## config.mk

```make
export PLATFORM = sky130hd
export DESIGN_NAME = huffman_merge_ctrl
export DESIGN_NICKNAME = d
export VERILOG_FILES = /design/src/rtl/huffman_merge_ctrl.sv
export SDC_FILE = /design/constraint.sdc
export NUM_CORES = 1
export LEC_CHECK = 0
export CORE_MARGIN = 2
export CORE_UTILIZATION = 35
export DETAILED_ROUTE_END_ITERATION = 16
export PLACE_DENSITY_LB_ADDON = 0.15
export SLEW_MARGIN = 20
export SYNTH_ARGS = -nofsm -noshare
export SYNTH_HDL_FRONTEND = slang
export SYNTH_SLANG_ARGS = --single-unit
```

## constraint.sdc

```tcl
create_clock -name clk -period 4.3 [get_ports clk]
set_input_delay 0.86 -clock clk [delete_from_list [all_inputs] [get_ports clk]]
set_output_delay 0.86 -clock clk [all_outputs]
set_load 0.02 [all_outputs]
```

## src/rtl/huffman_merge_ctrl.sv

```systemverilog
// rtl/huffman_merge_ctrl.sv - six-symbol Huffman merge sequencer driving a shared external sorter
module huffman_merge_ctrl (
    input  logic        clk,
    input  logic        reset,
    input  logic        start,
    input  logic [47:0] cnt_in,
    output logic [47:0] in_Aid_all,
    output logic [47:0] in_CNT_all,
    input  logic [47:0] out_Aid_all,
    input  logic [47:0] out_CNT_all,
    output logic        busy,
    output logic        merge_valid,
    output logic [7:0]  merge_a,
    output logic [7:0]  merge_b,
    output logic [7:0]  merge_id,
    output logic [7:0]  merge_cnt,
    output logic        done,
    output logic        err
);

    localparam logic [2:0] S_IDLE  = 3'd0;
    localparam logic [2:0] S_SORT  = 3'd1;
    localparam logic [2:0] S_MERGE = 3'd2;
    localparam logic [2:0] S_DONE  = 3'd3;
    localparam logic [2:0] S_ERR   = 3'd4;

    logic [2:0] state_q, state_d;
    logic [7:0] aid_q [6];
    logic [7:0] aid_d [6];
    logic [7:0] cnt_q [6];
    logic [7:0] cnt_d [6];
    logic [2:0] n_q, n_d;
    logic [2:0] round_q, round_d;
    logic       mv_q, mv_d;
    logic [7:0] ma_q, ma_d, mb_q, mb_d, mid_q, mid_d, mcnt_q, mcnt_d;

    logic [2:0] lo_idx, hi_idx;
    logic [8:0] sum9;
    logic [7:0] sum_sat;
    logic [7:0] new_id;
    logic       any_zero;

    // The two smallest live nodes always sit in the last two live slots after a sort.
    assign lo_idx  = n_q - 3'd1;
    assign hi_idx  = n_q - 3'd2;
    assign sum9    = {1'b0, cnt_q[lo_idx]} + {1'b0, cnt_q[hi_idx]};
    assign sum_sat = sum9[8] ? 8'hFF : sum9[7:0];
    assign new_id  = 8'd7 + {5'd0, round_q};

    always_comb begin
        any_zero = 1'b0;
        for (int i = 0; i < 6; i++) begin
            if (cnt_in[47-8*i -: 8] == 8'd0) begin
                any_zero = 1'b1;
            end
        end
    end

    always_comb begin
        state_d = state_q;
        aid_d   = aid_q;
        cnt_d   = cnt_q;
        n_d     = n_q;
        round_d = round_q;
        mv_d    = 1'b0;
        ma_d    = ma_q;
        mb_d    = mb_q;
        mid_d   = mid_q;
        mcnt_d  = mcnt_q;
        case (state_q)
            S_IDLE: begin
                if (start) begin
                    if (any_zero) begin
                        state_d = S_ERR;
                    end else begin
                        for (int i = 0; i < 6; i++) begin
                            aid_d[i] = 8'(i + 1);
                            cnt_d[i] = cnt_in[47-8*i -: 8];
                        end
                        n_d     = 3'd6;
                        round_d = 3'd0;
                        state_d = S_SORT;
                    end
                end
            end
            S_SORT: begin
                for (int i = 0; i < 6; i++) begin
                    aid_d[i] = out_Aid_all[47-8*i -: 8];
                    cnt_d[i] = out_CNT_all[47-8*i -: 8];
                end
                state_d = S_MERGE;
            end
            S_MERGE: begin
                mv_d            = 1'b1;
                ma_d            = aid_q[lo_idx];
                mb_d            = aid_q[hi_idx];
                mid_d           = new_id;
                mcnt_d          = sum_sat;
                aid_d[hi_idx]   = new_id;
                cnt_d[hi_idx]   = sum_sat;
                aid_d[lo_idx]   = 8'd0;
                cnt_d[lo_idx]   = 8'd0;
                n_d             = n_q - 3'd1;
                round_d         = round_q + 3'd1;
                state_d         = (round_q == 3'd4) ? S_DONE : S_SORT;
            end
            S_DONE:  state_d = S_IDLE;
            S_ERR:   state_d = S_IDLE;
            default: state_d = S_IDLE;
        endcase
    end

    always_ff @(posedge clk) begin
        if (reset) begin
            state_q <= S_IDLE;
            for (int i = 0; i < 6; i++) begin
                aid_q[i] <= 8'd0;
                cnt_q[i] <= 8'd0;
            end
            n_q     <= 3'd0;
            round_q <= 3'd0;
            mv_q    <= 1'b0;
            ma_q    <= 8'd0;
            mb_q    <= 8'd0;
            mid_q   <= 8'd0;
            mcnt_q  <= 8'd0;
        end else begin
            state_q <= state_d;
            aid_q   <= aid_d;
            cnt_q   <= cnt_d;
            n_q     <= n_d;
            round_q <= round_d;
            mv_q    <= mv_d;
            ma_q    <= ma_d;
            mb_q    <= mb_d;
            mid_q   <= mid_d;
            mcnt_q  <= mcnt_d;
        end
    end

    always_comb begin
        in_Aid_all = '0;
        in_CNT_all = '0;
        for (int i = 0; i < 6; i++) begin
            in_Aid_all[47-8*i -: 8] = aid_q[i];
            in_CNT_all[47-8*i -: 8] = cnt_q[i];
        end
    end

    assign busy        = (state_q != S_IDLE);
    assign done        = (state_q == S_DONE) || (state_q == S_ERR);
    assign err         = (state_q == S_ERR);
    assign merge_valid = mv_q;
    assign merge_a     = ma_q;
    assign merge_b     = mb_q;
    assign merge_id    = mid_q;
    assign merge_cnt   = mcnt_q;

endmodule

```

; ---- After elaboration in Yosys (flattened, before gate mapping)
; Cells that the tools add are included.
[word_totals]
ff_bits = 138
input_bits = 147
out_inout_bits = 132
word_cells = 98
[op_classes]
addsub = 5
n_lt_le_gt_ge = 4
n_eq_ne = 7
mux = 42
bitwise = 5
n_reduce_logical = 15
[op_table]
columns = cell, n
row1 = $pmux 48 s3, 2
row2 = $mux 48, 4
row3 = $and 48x48->48, 2
row4 = $bmux 8 s3, 4
row5 = $bwmux 48, 2
row6 = $mux 8, 11
row7 = $demux 8 s3, 2
row8 = $logic_not 8->1, 6
row9 = $not 48->48, 1
row10 = $mux 3, 6
row11 = $pmux 3 s2, 2
row12 = $add 8x8->9, 1
row13 = $pmux 3 s3, 1
row14 = $ge 4x4->1 const B, 2
row15 = $lt 4x1->1 const B, 2
row16 = $not 3->4, 2
row17 = $mux 1, 7
row18 = $eq 3x2->1 const B, 2
row19 = $eq 3x3->1 const B, 2
row20 = $reduce_and 3->1, 2
row21 = $reduce_bool 3->1, 2
row22 = $add 3x3->4 const A, 1
row23 = $ne 2x2->1 const B, 2
row24 = $add 3x1->3 const B, 1
row25 = 8 further kinds, 9

; ---- Longest topological paths before layout
; Gate-level depths: netlist of the first run.
[logic_depth]
ltp_word = 10
mapped_depth = 20

; ---- Least setup slack after synthesis of the first run
; Ideal clock, no wire load.
[synth_timing]
path_type = reg-to-reg
from = register n_q[1]
to = register cnt_q, in the netlist in_CNT_all[30]
arrival_time_ps = 4171
required_ps = 4181
slack_ps = 10
stages_incl_launch_ff = 19
period_less_slack_ps = 4290
cell_sequence = dfxtp_1 -> buf_2 -> buf_2 -> inv_1 -> ha_1 -> clkbuf_1 -> clkbuf_1 -> nor2_1 -> clkbuf_1 -> a221oi_1 -> nor2_1 -> ha_1 -> fa_1 -> a21oi_1 -> o211ai_1 -> xor2_1 -> nor3_1 -> o21ai_0 -> o2bb2ai_1
[synth_between]
elab_chain_len = 10
elab_cells_between_ends = 26
cone_classes = add/sub (3) / order compare (4) / mux (13) / bitwise (4) / reduce/logical (2)
[synth_lines]
columns = element, line_no
row1 = start: declaration, 32  ; logic [2:0] n_q, n_d;
row2 = start signal: assignment, 131  ; n_q <= n_d;
row3 = $sub 3x1->3 / $sub 3x2->3 (equally long branches), "44, 45"
row4 = "$not 3->4, on equally long branches", "46, 102, 100"
row5 = $bmux 8 s3, 46  ; assign sum9 = {1'b0, cnt_q[lo_idx]} + {1'b0, cnt_q[hi_idx]};
row6 = $mux 8 (not written as such) (2 in a row), 46
row7 = $add 8x8->9, 46
row8 = $mux 8, 47  ; assign sum_sat = sum9[8] ? 8'hFF : sum9[7:0];
row9 = $bwmux 48, 100  ; cnt_d[hi_idx] = sum_sat;
row10 = $and 48x48->48 (no source line) (*), n/a
row11 = $pmux 48 s3 (*), 70  ; case (state_q)
row12 = end signal: assignment, 130  ; cnt_q <= cnt_d;
row13 = end: declaration, 30  ; logic [7:0] cnt_q [6];
; Every way passes the cells marked *; elsewhere a longest branch is shown, timed or not. The select of a mux whose other input is x is not followed.
; A chain may end at the register's enable or synchronous reset.

; ---- Worst setup path after layout of the first run
[layout_timing]
from = register n_q[1]
to = register cnt_q, in the netlist in_CNT_all[17]
; Same word-level chain as after synthesis.

==> results of run 1 <==
routing by layer:
layer,GRT usage [%],up-vias
met4,11.9,0
met5,0,-
met3,6.83,70
met1,41.6,4767
li1,-,4541
met2,45.3,603
kinds of logic after synthesis:
logic type	after synthesis	synth area share, %
buffers and inverters	134	6.73
other	1	0.0431
DFF	134	30.9
xor gates and xnor gates	6	0.604
and+or+nand+nor	360	20.8
AOI/OAI and AO/OA	400	32.4
adders and majority gates	16	2.39
muxes	34	6.23
power groups by stage:
stage	Clock [mW]	Sequential, mW	Combinational [mW]
floorplan	0	1.57	0.746
global placement	0	1.52	1.52
detailed placement	0	1.52	1.52
CTS	1.49	1.50	1.53
global route	1.55	1.51	1.65
finish	1.48	1.50	1.55
final cells by class:
type	instances	area, um^2
Fill cell	2304	12100
Multi-Input combinational cell	820	5490
Timing Repair Buffer	310	3010
Clock buffer	17	425
Clock inverter	15	154
Sequential cell	134	2680
Tap cell	324	405
Inverter	24	90.1
flip-flops by register name (all words and copies together), names as in the netlist:
| register | cells |
|---|---|
| merge_valid | 1 |
| merge_id | 4 |
| merge_cnt | 8 |
| in_CNT_all | 48 |
| n_q | 3 |
| in_Aid_all | 48 |
| state_q | 3 |
| merge_b | 8 |
| round_q | 3 |
| merge_a | 8 |
worst register-to-register path: cells and delay by family, from the launching register on:
family | cells | cell delay, ns
compound gates | 5 | 1.25
xor+xnor | 1 | 0.66
fa+ha+maj | 3 | 0.78
buf+inv | 1 | 0.06
flops | 1 | 0.33
simple gates | 5 | 0.70
synth_stat cells (3+ instances only):
cell         n
a21oi_4      5
a311o_1      6
and2_1       5
nor3_1      39
a32oi_1      3
nor3b_1      3
nor2b_1      5
a21oi_1     72
o2bb2ai_1   13
a22oi_1     41
a311oi_2     5
a221oi_1    34
nand3_1     19
clkbuf_1    60
o221ai_1     8
a211oi_1    25
nand2_1    103
o22ai_1     25
or3_1        3
o21ai_0     88
buf_1        5
ha_1        15
nand2b_1    59
inv_1       23
mux4_2      16
o21bai_1     3
nor4_1      15
mux2i_1     17
a22o_1       6
o21a_1       6
and3_1      10
nand3b_1    25
a311oi_1    24
o32ai_1      5
dfxtp_1    134
nor2_1      67
buf_4        8
buf_2       36
a2111oi_0    5
xor2_1       4
a221o_1      3
o31ai_1      7
o21ai_1      5
metrics by stage:
step                hold WS (ns)  util [%]  power [mW]
floorplan                  0.505         -        2.32
global placement           0.489      48.0        3.04
detailed placement         0.495      48.0        3.05
CTS                        0.508      50.4        4.52
global route               0.536      50.4        4.70
finish                     0.505      50.4        4.53
final timing paths:
check             depth (start not counted)               startpoint                     endpoint  slack, ns
hold reg to reg                           2  merge_a[2]$_SDFFE_PP0P_      merge_a[2]$_SDFFE_PP0P_       0.50
hold / removal                            2  merge_a[2]$_SDFFE_PP0P_      merge_a[2]$_SDFFE_PP0P_       0.50
setup / recovery                         15      n_q[1]$_SDFFE_PP0P_  in_CNT_all[17]$_SDFFE_PP0P_       0.42
setup reg to reg                         15      n_q[1]$_SDFFE_PP0P_  in_CNT_all[17]$_SDFFE_PP0P_       0.42
==> metrics, run 1 <==
CTS tree yes; Worst Setup Path Type flip-flop to flip-flop; Area Overhead vs Synth 41.0%; post-route setup slack 0.425 ns; vias per std cell 6.07; Post-Syn Area per Cell ~8 um^2; routed length on met1 16.8 mm; Worst EP required 4.64 ns; internal power 2.81 mW; Placer Congestion 0.941; non-filler cells, final 1,644; Buf/Inv on CP 1; crit-path leading delay family compound AO/OA/AOI/OAI gates; Largest stage delay, worst path 0.66 ns; slowest cell on the critical path xnor2_2; Setup Buffers After CTS 0; H-tree depth 4; pin count of the biggest net entering global routing 91; Max Freq 0.258 GHz; peak supply drop between 0.2 and 0.25 mV; CTS Buffer Depth 2; drt pass-1 iters 5; DRC Markers 0; Setup-failing EPs final 0; post-synthesis sequential area ratio 30.9%; clock sink count 134; Root Buffer clkbuf_16; Antenna Violating Nets Remaining 0; Initial Util 35.8%; chip width 162 um; global route total overflow 0; Inst Count DP 1,612; CP max FO 14; Switching Share 38.1%; die height 162 um; vias in the first global route 9,548; vias around 10,000; Synth top area share a little under a third; dpl hpwl 29.1 mm; setup TNS 0 ns; Die ar. 26,100 um^2; number of flops mapped to enable cells by yosys 0; Synth async-reset ratio 0%; initial antenna violation count 1; Final period util around 90%; Pwr per Cell Area ~370 nW/um^2; Reg clk slew, reported paths approximately 0.07 ns; Slew headroom between 20% and 30%; clock insertion delay at the later pin of the skew report 0.43 ns; top cell type by total area after synthesis dfxtp_1; pre-CTS setup slack a little over 0.5 ns; critical path, cell by cell inv_1 > ha_1 > xnor2_2 > nand2_1 > nand2_1 > a221oi_1 > nor2_1 > ha_1 > fa_1 > nand3_1 > a21oi_4 > nor2_2 > a311oi_1 > a221oi_1 > a211oi_1; share of layout cells above drive strength 1 8.48%; Detailed Route WL 40.0 mm; Placed Area ~12,000 um^2; Worst Setup Start Kind flip-flop; Min-Delay Path Class flip-flop to flip-flop; Avg WL per Cell 24.3 um; count of cell types in the netlist 64; leak pwr 4.15 nW; status finished clean; Synth Instances 1,085; Port Buffers 274; cts bufs inserted 17; Hold Violations, Final 0; WL met3 4.35 mm; Top FF cell, synth dfxtp_1; num ports 279; minimum clock period around 3.9 ns; Initial DRC Count approximately 1,100; Psw between 1.5 and 2 mW; max_cap viols 0; Setup Skew 0.0102 ns; Seq cells post-synth 134; RSZ-0062 raised after global routing false; combinational power share 34.2%; row count between 50 and 60; global-route wire length before repair 59.8 mm; fin area ~12,000 um^2; hold-fix buffer count after cts 0; actual slew at the worst max-slew pin 1.09 ns; Crit. End Element flip-flop; nets 1,470; metal2 WL between 15 and 20 mm; Clock power frac 32.6%; commonest non-fill, non-tap cells in the layout clkdlybuf4s50_1 (273), dfxtp_1 (133), nand2_1 (103), o21ai_0 (88), a21oi_1 (72); Global Route Usage Sum 30.0%; Final Max Tran Viols 0; Synth area leaders dfxtp_1 (31%), o21ai_0 (5.1%), nand2_1 (4.4%); post-cts gate resize count 0; Mapped Area approximately 8700 um^2; highest routed layer met4; Ant. Diodes 0; Core Box Area 24,300 um^2; Seq pwr share 33.2%; commonest non-fill, non-tap cell in the layout clkdlybuf4s50_1; Synth Warn # 0; CP Data Arrival Time around 4.2 ns
No activity file was read; power rests on OpenSTA's default activity.
==> run 2, diff against run 1 <==
--- a/config.mk
+++ b/config.mk
@@ -5,10 +5,12 @@
 export SDC_FILE = /design/constraint.sdc
 export NUM_CORES = 1
 export LEC_CHECK = 0
+export CORE_ASPECT_RATIO = 0.6
 export CORE_MARGIN = 2
 export CORE_UTILIZATION = 35
 export DETAILED_ROUTE_END_ITERATION = 16
 export PLACE_DENSITY_LB_ADDON = 0.15
+export SETUP_SLACK_MARGIN = 0.5
 export SLEW_MARGIN = 20
 export SYNTH_ARGS = -nofsm -noshare
 export SYNTH_HDL_FRONTEND = slang
==> run 2 against run 1 <==
  * Routed wire length grew 7.9%
  * Global-route usage is 2.0 points higher
  * Die area is 0.16% higher
  * Clock power increased by 4%
  * Final cell count rose by 1.2%
  * Count of clock-buffer cells in the layout stayed put
  * Largest cell class unchanged
==> metrics, run 2 (synthesis gave the netlist of run 1 again) <==
status finished clean; H-tree depth 4; Final Max Tran Viols 0; Setup-failing EPs final 0; M3 GR Usage 11.3%; RSZ-0062 raised after global routing false; worst hold start merge_a[3]$_SDFFE_PP0P_; hold-fix buffer count after cts 0; CP max FO 20; Reg clk slew, reported paths 0.07 ns; met1 Usage GRT between 50% and 60%; Port Buffers between 200 and 300; Placer Congestion 0.989; pin count of the biggest net entering global routing 65; initial antenna violation count 3; clock insertion delay at the later pin of the skew report 0.45 ns; critical path, cell by cell buf_4 > nand2_1 > o22ai_1 > ha_1 > a211oi_1 > buf_4 > o21bai_1 > a21oi_1 > xor2_1 > buf_4 > a311o_1 > a311oi_2; vias in the first global route 9,228; Antenna Violating Nets Remaining 0; crit-path leading delay family compound AO/OA/AOI/OAI gates; Area Overhead vs Synth 44.4%; Initial Util approximately 36%; gr busiest metal met1; Slew headroom 24.6%; row count 44; fin area about 13,000 um^2; Global Route Usage Sum between 30% and 40%; WHS Endpoint merge_a[3]$_SDFFE_PP0P_; Worst Setup Start Kind flip-flop; worst r2r dst in_CNT_all[45]$_SDFFE_PP0P_; nets 1,491; cts bufs inserted 17; R2R Setup Slk between 0.5 and 0.6 ns; Crit. End Element flip-flop; fillers 2,278; peak supply drop 0.271 mV; Worst Setup Path Type flip-flop to flip-flop; Min-Delay Path Class flip-flop to flip-flop; Max Freq 0.269 GHz; Setup Skew 0.0156 ns; CTS Buffer Depth 2; Die ar. 26,200 um^2; Core Box Area ~24,000 um^2; share of layout cells above drive strength 1 11.1%; Placed Area 11,800 um^2; Root Buffer clkbuf_16; Worst R2R Path Depth 12; actual slew at the worst max-slew pin 1.12 ns; DRC Markers 0; dpl hpwl 32.1 mm; chip width ~210 um; Largest stage delay, worst path 0.49 ns; commonest non-fill, non-tap cells in the layout clkdlybuf4s50_1 (273), dfxtp_1 (132), nand2_1 (103), o21ai_0 (88), a21oi_1 (71); r2r startpoint n_q[1]$_SDFFE_PP0P_; Initial DRC Count 1,213; max_cap viols 0; die height roughly 130 um; global-route met2 utilization 40.8%; Hold Crit Depth 2; Buf/Inv on CP 3; commonest non-fill, non-tap cell in the layout clkdlybuf4s50_1; clock sink count 134; vias per std cell a little over 6; Hold Violations, Final 0; Pwr per Cell Area 376 nW/um^2; num ports 279; Detailed Route WL about 43 mm; minimum clock period 3.71 ns; Ant. Diodes 0; Avg WL per Cell 25.9 um; CP Data Arrival Time 4.08 ns; Worst EP required between 4 and 5 ns; setup TNS 0 ns; Final period util 86.4%; slowest cell on the critical path nand2_1; vias a little over 10,000; global-route wire length before repair 62.9 mm; CTS tree yes; CP dominant cell by count buf_4; drt pass-1 iters 5; leak pwr 4.26 nW; global route total overflow 0
## run 2: metal layers
layer	vias up	part of all wire, %
li1	4580	-
met1	4935	49
met2	686	37
met3	52	13
met4	6	1.4
met5	-	0.090
## run 2: where the power goes
part	internal, mW	leakage [nW]	switching (mW)
registers	1.34	1.10	0.164
clock network	0.914	0.287	0.623
logic	0.694	2.88	0.986
total	2.95	4.26	1.77
## run 2: timing repair
item / 4_1_cts / 5_1_grt
buffers inserted: 2 / 9
pin swaps: 1 / 4
setup endpoints to repair: 24 / 50
gates resized for setup: 5 / 13
gates cloned: 0 / 1
## run 2: final cells by class
type | instances | area [um^2] | area share [%]
Sequential cell | 134 | 2690 | 21.4
Timing Repair Buffer | 330 | 3180 | 25.3
Tap cell | 322 | 403 | 3.21
Clock inverter | 15 | 178 | 1.42
Multi-Input combinational cell | 821 | 5600 | 44.6
Inverter | 24 | 90.1 | 0.717
Clock buffer | 17 | 425 | 3.39
## run 2: how the worst max path moves through the flow
stage,from,endpoint,slack [ns],cells past startpoint
after floorplan,n_q[1]$_SDFFE_PP0P_,in_CNT_all[43]$_SDFFE_PP0P_,0.54,20
after global placement,n_q[0]$_SDFFE_PP0P_,in_CNT_all[3]$_SDFFE_PP0P_,0.33,16
after detailed placement,n_q[0]$_SDFFE_PP0P_,in_CNT_all[3]$_SDFFE_PP0P_,0.22,16
final,n_q[1]$_SDFFE_PP0P_,in_CNT_all[45]$_SDFFE_PP0P_,0.59,12
after CTS,n_q[0]$_SDFFE_PP0P_,in_CNT_all[43]$_SDFFE_PP0P_,0.50,17
after global routing,n_q[0]$_SDFFE_PP0P_,in_CNT_all[8]$_SDFFE_PP0P_,0.48,17
## run 2: stage by stage
stage / hold WS [ns] / instances / util [%] / worst slack (ns) / power (mW)
4_1_cts: 0.500 / 1653 / 51.2 / 0.495 / 4.65
2_1_floorplan: 0.505 / 1088 / - / 0.536 / 2.33
3_5_place_dp: 0.488 / 1619 / 48.5 / 0.223 / 3.10
6_report: 0.498 / 1663 / 51.7 / 0.585 / 4.73
5_1_grt: 0.526 / 1663 / 51.7 / 0.481 / 4.89
3_3_place_gp: 0.486 / 1619 / 48.5 / 0.328 / 3.10
## run 2: worst min-delay path: cells and delay by family (launching register included)
kind               cells  cell delay [ns]
AOI/OAI and AO/OA      1             0.05
and+or+nand+nor        1             0.09
DFF                    1             0.31
